===== src/rtl/reg_file_ne.sv =====
// reg_file_ne: multi-ported register file with byte-enable writes.
// One write port and two combinational read ports. All state changes on the
// falling edge of clk. Reset is synchronous and active-high.
// Optional hardwired-zero register 0 (ZERO_REG) and optional forwarding of a
// pending write to the read ports (BYPASS).
//
// Write port handshake: there is no valid/ready pair. A write is a single-cycle
// request. When we=1 it is consumed on the next falling edge, unless reset=1 on
// that same edge, in which case it is discarded. The write port is always ready.
module reg_file_ne #(
  parameter int WIDTH    = 32,
  parameter int DEPTH    = 32,
  parameter int ZERO_REG = 1,
  parameter int BYPASS   = 1
) (
  input  logic                     clk,
  input  logic                     reset,
  input  logic                     we,
  input  logic [$clog2(DEPTH)-1:0] waddr,
  input  logic [WIDTH-1:0]         wdata,
  input  logic [WIDTH/8-1:0]       wbe,
  input  logic [$clog2(DEPTH)-1:0] raddr1,
  output logic [WIDTH-1:0]         rdata1,
  input  logic [$clog2(DEPTH)-1:0] raddr2,
  output logic [WIDTH-1:0]         rdata2
);

  localparam int AW = $clog2(DEPTH);
  localparam int NB = WIDTH / 8;

  logic [WIDTH-1:0] r_mem [DEPTH];

  logic [WIDTH-1:0] w_stored;   // current contents of the write target
  logic [WIDTH-1:0] w_merged;   // value the write target will take on the edge
  logic             w_wr_zero;  // write aimed at the hardwired zero register
  logic             w_wr_en;    // write actually lands on the next edge
  logic             w_fwd1;     // read port 1 sees the pending write
  logic             w_fwd2;     // read port 2 sees the pending write
  logic             w_rd1_zero; // read port 1 addresses the zero register
  logic             w_rd2_zero; // read port 2 addresses the zero register

  assign w_stored = r_mem[waddr];

  // Byte-lane merge: enabled lanes take wdata, the others keep the stored bytes.
  always_comb begin
    w_merged = w_stored;
    for (int k = 0; k < NB; k++) begin
      if (wbe[k]) begin
        w_merged[8*k +: 8] = wdata[8*k +: 8];
      end
    end
  end

  assign w_wr_zero  = (ZERO_REG != 0) && (waddr == AW'(0));
  assign w_wr_en    = we && !w_wr_zero;
  assign w_rd1_zero = (ZERO_REG != 0) && (raddr1 == AW'(0));
  assign w_rd2_zero = (ZERO_REG != 0) && (raddr2 == AW'(0));

  // Forwarding is only meaningful when the write will really land. A reset on
  // the same edge discards the write, so the stored value is shown instead.
  assign w_fwd1 = (BYPASS != 0) && we && !reset && (raddr1 == waddr);
  assign w_fwd2 = (BYPASS != 0) && we && !reset && (raddr2 == waddr);

  // Storage update on the falling edge: reset clears everything, else commit the write.
  always_ff @(negedge clk) begin
    if (reset) begin
      for (int i = 0; i < DEPTH; i++) begin
        r_mem[i] <= '0;
      end
    end else if (w_wr_en) begin
      r_mem[waddr] <= w_merged;
    end
  end

  // Read port 1: zero register wins, then the forwarded write, then storage.
  always_comb begin
    rdata1 = r_mem[raddr1];
    if (w_rd1_zero) begin
      rdata1 = '0;
    end else if (w_fwd1) begin
      rdata1 = w_merged;
    end
  end

  // Read port 2: same priority as port 1, fully independent of it.
  always_comb begin
    rdata2 = r_mem[raddr2];
    if (w_rd2_zero) begin
      rdata2 = '0;
    end else if (w_fwd2) begin
      rdata2 = w_merged;
    end
  end

endmodule


===== config.mk =====
export PLATFORM = sky130hd
export DESIGN_NAME = reg_file_ne
export DESIGN_NICKNAME = d
export VERILOG_FILES = /design/src/rtl/reg_file_ne.sv
export SDC_FILE = /design/constraint.sdc
export NUM_CORES = 2
export LEC_CHECK = 0
export BUFFER_PORTS_ARGS = -buffer_cell sky130_fd_sc_hd__buf_2
export CORE_UTILIZATION = 62
export DETAILED_ROUTE_END_ITERATION = 12
export PLACE_DENSITY = 0.89
export SLEW_MARGIN = 20
export SYNTH_ARGS = -nofsm -noshare
export SYNTH_HDL_FRONTEND = slang
export SYNTH_SLANG_ARGS = --single-unit

===== constraint.sdc =====
create_clock -name clk -period 4.8 [get_ports clk]
set_input_delay 0.48 -clock clk [delete_from_list [all_inputs] [get_ports clk]]
set_output_delay 0.48 -clock clk [all_outputs]
set_load 0.03 [all_outputs]

==> results of run 1 <==
[logic make-up after synthesis]
kind of cell           synth area share [%]
multiplexers                           32.3
other                               0.00610
flip-flops                             50.0
XOR/XNOR                              0.143
AND/OR/NAND/NOR                        8.76
AO/OA/AOI/OAI                          4.71
buffers and inverters                  4.02
[layer usage]
layer  GRT usage [%]  GRT overflow
met5            70.5            31
met4            86.8           568
met3            82.3           246
met2            96.2          1178
met1            85.7           251
[metrics by stage]
stage,instance area (um^2),utilization [%],std cells,setup WS (ns)
4_1_cts,82100,83.6,7527,-1.16
3_5_place_dp,71700,73.0,6152,-0.837
3_3_place_gp,71700,73.0,6152,-0.821
2_1_floorplan,62100,-,4248,-0.334
[timing repair]
action,4_1_cts
cloned,16
pin swaps,120
buffers inserted,135
endpoints found under the hold margin,0
resized for setup,387
setup endpoints to repair,89
==> key figures, run 1 <==
Synthesis
  • EDFF count, synth: 1024
  • Seq/Total Area, Yosys: 50.0%
  • Post-Syn Area per Cell: 14.6 um^2
  • Synth unique cells: 62
  • Count leader, synth: edfxtp_1
  • Synth top cells by count: edfxtp_1, nor2_1, mux4_2, clkbuf_1, mux2i_1
  • FF+latch count, synth: 1024
  • Synth Warn #: 0
  • Commonest register cell after synthesis: edfxtp_1
  • Post-Syn Area: 0.0614 mm^2
  • Synth top area cells: edfxtp_1, mux4_2, nor2_1, mux2i_1, a22oi_1
  • Ys async rst share: 0%
  • Post-synth top area cell: edfxtp_1
  • Yosys top cell area share: 50.0%
  • Synth Instances: 4217

Clocking
  • Hold buffers post-CTS: 0
  • Sink Count: 1024
  • Clock root buffer: clkbuf_16
  • CTS HTree Levels: 3
  • Total CTS buffers: 114
  • Clock tree buffer depth: 3

GRT
  • Pin count of the biggest net entering global routing: 105
  • Vias in the first global route: 78600
  • Grt ovf: 2274
  • First-pass GRT wire length: 615000 um
  • GRT Util Overall: 87.7%

Die
  • # IOs: 118
  • # rows: 115
  • Initial Util: 62.5%
  • Die X: 317 um
  • Die H: 317 um

Run status
  • Status: stopped before the end
  • Tool error: [ERROR GRT-0116] Global routing finished with congestion. Check the congestion regions in the DRC Viewer.
  • Fail Step: 5_1_grt

Place
  • GP Congestion: 1.10
  • I/O Buffers: 117
  • HPWL Detailed: 179000 um
==> run 2, diff against run 1 <==
CORE_UTILIZATION = 40   (was 62)
PLACE_DENSITY = default   (was 0.89)
PLACE_DENSITY_LB_ADDON = 0.15   (was default)
==> run 2 against run 1 <==
  * The flow now finishes, with violations (negative setup slack)
  * Area after synthesis did not move
  * Synthesized cell count did not move
==> key figures, run 2 <==
Pwr
  • Leak: 36.7 nW
  • Switching power of the nets: 9.81 mW
  • Flop pwr share: 35.7%
  • Overall Power: 29.3 mW
  • Sw Ratio: 33.4%
  • VDD IR max: 311 uV
  • Clk pwr share: 45.4%
  • Comb power frac: 18.9%
  • P_int: 19.5 mW
  • Power per cell area: 344 mW/mm^2

STA
  • Final Hold Slack: 1.12 ns
  • Skew final: 0.0524 ns
  • Endpoints failing hold: 0
  • Setup Viol. Count Final: 80
  • TNS Setup: -56.34 ns
  • Worst setup margin: -1.08 ns
  • Slew HR: 30.4%
  • RSZ-0062 raised after global routing: yes
  • Tightest Pin Transition: 1.04 ns
  • Final number of max-transition violations: 0

Clocking
  • Clock root buffer: clkbuf_16
  • Sink Count: 1024 (unchanged)
  • Hold buffers post-CTS: 0 (unchanged)
  • Clock tree buffer depth: 3 (unchanged)
  • Total CTS buffers: 121 (+6.1%)
  • CTS tree: done
  • Clock-pin slew on the worst setup and hold paths: 0.06 ns
  • Clock latency on the worst-skew pair: 0.79 ns
  • CTS HTree Levels: 3 (unchanged)

Hold path
  • Worst Hold Class: reg -> reg

Cells and area
  • Commonest non-fill, non-tap cell in the layout: inv_1
  • Largest register FFs: 1024
  • Area growth syn-to-layout: 38.8%
  • Most frequent cells in the layout: inv_1, edfxtp_1, buf_4, nor2_1, mux4_2
  • Most flops, register: r_mem
  • Nets: 6331
  • Design area: 0.0853 mm^2
  • Share of cells above drive strength 1: 42.4%
  • Top flop regs: r_mem x1024

Critical path
  • WP data arrival: 5.40 ns
  • WP data required: 4.32 ns
  • Critical path class: reg -> out
  • Worst Setup Start Kind: flop
  • Critical path fanouts, max: 4
  • Element type at the critical path end: output pin

Synthesis
  • Ys async rst share: 0% (unchanged)
  • Commonest register cell after synthesis: edfxtp_1
  • Post-Syn Area per Cell: 14.6 um^2 (unchanged)
  • Yosys top cell area share: 50.0% (unchanged)
  • Synth Warn #: 0 (unchanged)
  • Seq/Total Area, Yosys: 50.0% (unchanged)
  • EDFF count, synth: 1024 (unchanged)
  • Count leader, synth: edfxtp_1
  • FF+latch count, synth: 1024 (unchanged)
  • Synth top area cells: edfxtp_1, mux4_2, nor2_1, mux2i_1, a22oi_1
  • Post-Syn Area: 0.0614 mm^2 (unchanged)
  • Synth top cells by count: edfxtp_1, nor2_1, mux4_2, clkbuf_1, mux2i_1
  • Synth unique cells: 62 (unchanged)
  • Synth Instances: 4217 (unchanged)
  • Post-synth top area cell: edfxtp_1

GRT
  • Pin count of the biggest net entering global routing: 78
  • Initial antenna violation count: 14
  • Grt ovf: 0
  • First-pass GRT wire length: 410000 um
  • GRT Util Overall: 38.4%
  • Vias in the first global route: 55000

Place
  • I/O Buffers: 117 (unchanged)
  • Pre-CTS setup slack: -0.700 ns (+0.137 ns)
  • Placed cell area: 0.0741 mm^2 (+3.3%)
  • HPWL Detailed: 199000 um (+11%)
  • GP Congestion: 0.952 (-13%)

Die
  • Die X: 394 um (+24%)
  • Initial Util: 40.3% (-22 points)
  • Die H: 394 um (+24%)
  • CORE AREA: 0.152 mm^2
  • # rows: 143 (+24%)
  • # IOs: 118 (unchanged)
  • Total die area: 0.155 mm^2

Routing
  • Residual DRC: 0
  • DR vias/cell: 6.47
  • DR iter-0 viols: 8630
  • Routed via count: 54400
  • Wire per inst: 36.1 um
  • Drt total wl: 304000 um
  • First-pass iteration count of the detailed router: 11
  • Antenna Nets Post-Route: 0

Run
  • Maxcap violations: 0

Run status
  • Status: finished, violations left
  • Failing checks: negative setup slack
[run 2: repair_timing]
action                     CTS  global route
buffers inserted           110            40
pin swaps                  140            84
setup endpoints to repair   64           234
gates resized for setup    427            81
cloned                       8             5
[run 2: logic make-up (layout without fill, tap and decap cells)]
group	count (synthesis)	in the layout	share of synthesized area, %
mux	1006	1006	32.3
other cells	1	44	0.00610
flops	1024	1024	50.0
buf+inv	486	2617	4.02
simple gates	1278	1278	8.76
compound gates	412	412	4.71
xor+xnor	10	10	0.143
[run 2: path summary, 6_finish.rpt]
kind | from | end | slack [ns] | depth (start not counted)
worst max register to register | r_mem[27][19] | r_mem[20][19] | 2.24 | 10
worst max-delay path | r_mem[10][5] | rdata1[5] | -1.08 | 8
worst min register to register | r_mem[6][30] | r_mem[23][30] | 1.12 | 4
worst min-delay path | r_mem[6][30] | r_mem[23][30] | 1.12 | 4
[run 2: stage by stage]
step                util (%)  std cells
floorplan                  -       4248
global placement        48.6       7029
detailed placement      48.6       7029
CTS                     55.5       8371
global route            56.0       8410
finish                  56.0       8421
[run 2: layout make-up]
cell class,count,area (um^2)
multi-input combinational,2738,30300
clock inverter,1126,4870
fill,12600,67000
clock buffer,123,3080
antenna,12,30.0
tap,2030,2540
timing repair buffer,1360,13700
sequential,1024,30700
inverter,8,30.0
[run 2: worst max-delay path: stages (launching register included)]
cell,delay [ns]
edfxtp_1,0.42
mux4_2,0.53
mux4_2,0.50
a21oi_2,0.13
o21bai_4,0.14
buf_12,0.14
o21ai_4,0.05
buf_6,0.18
buf_6,0.14
[run 2: routing by layer]
metal  vias up  track usage (%)  part of all wire (%)
met1     27600             47.8                    35
met4        10             24.1                   6.6
li1      21000                -                     -
met3      1011             14.7                    15
met5         -                0                 0.027
met2      4838             56.2                    44
[run 2: power groups by stage]
stage	logic, mW	clock network [mW]	registers, mW
floorplan	2.56	1.26	10.5
global placement	4.78	1.26	10.6
detailed placement	4.81	1.26	10.6
CTS	5.31	13.4	10.5
global route	5.63	14.3	10.5
finish	5.54	13.3	10.5
Note: power is estimated with default switching activity, not from simulation.
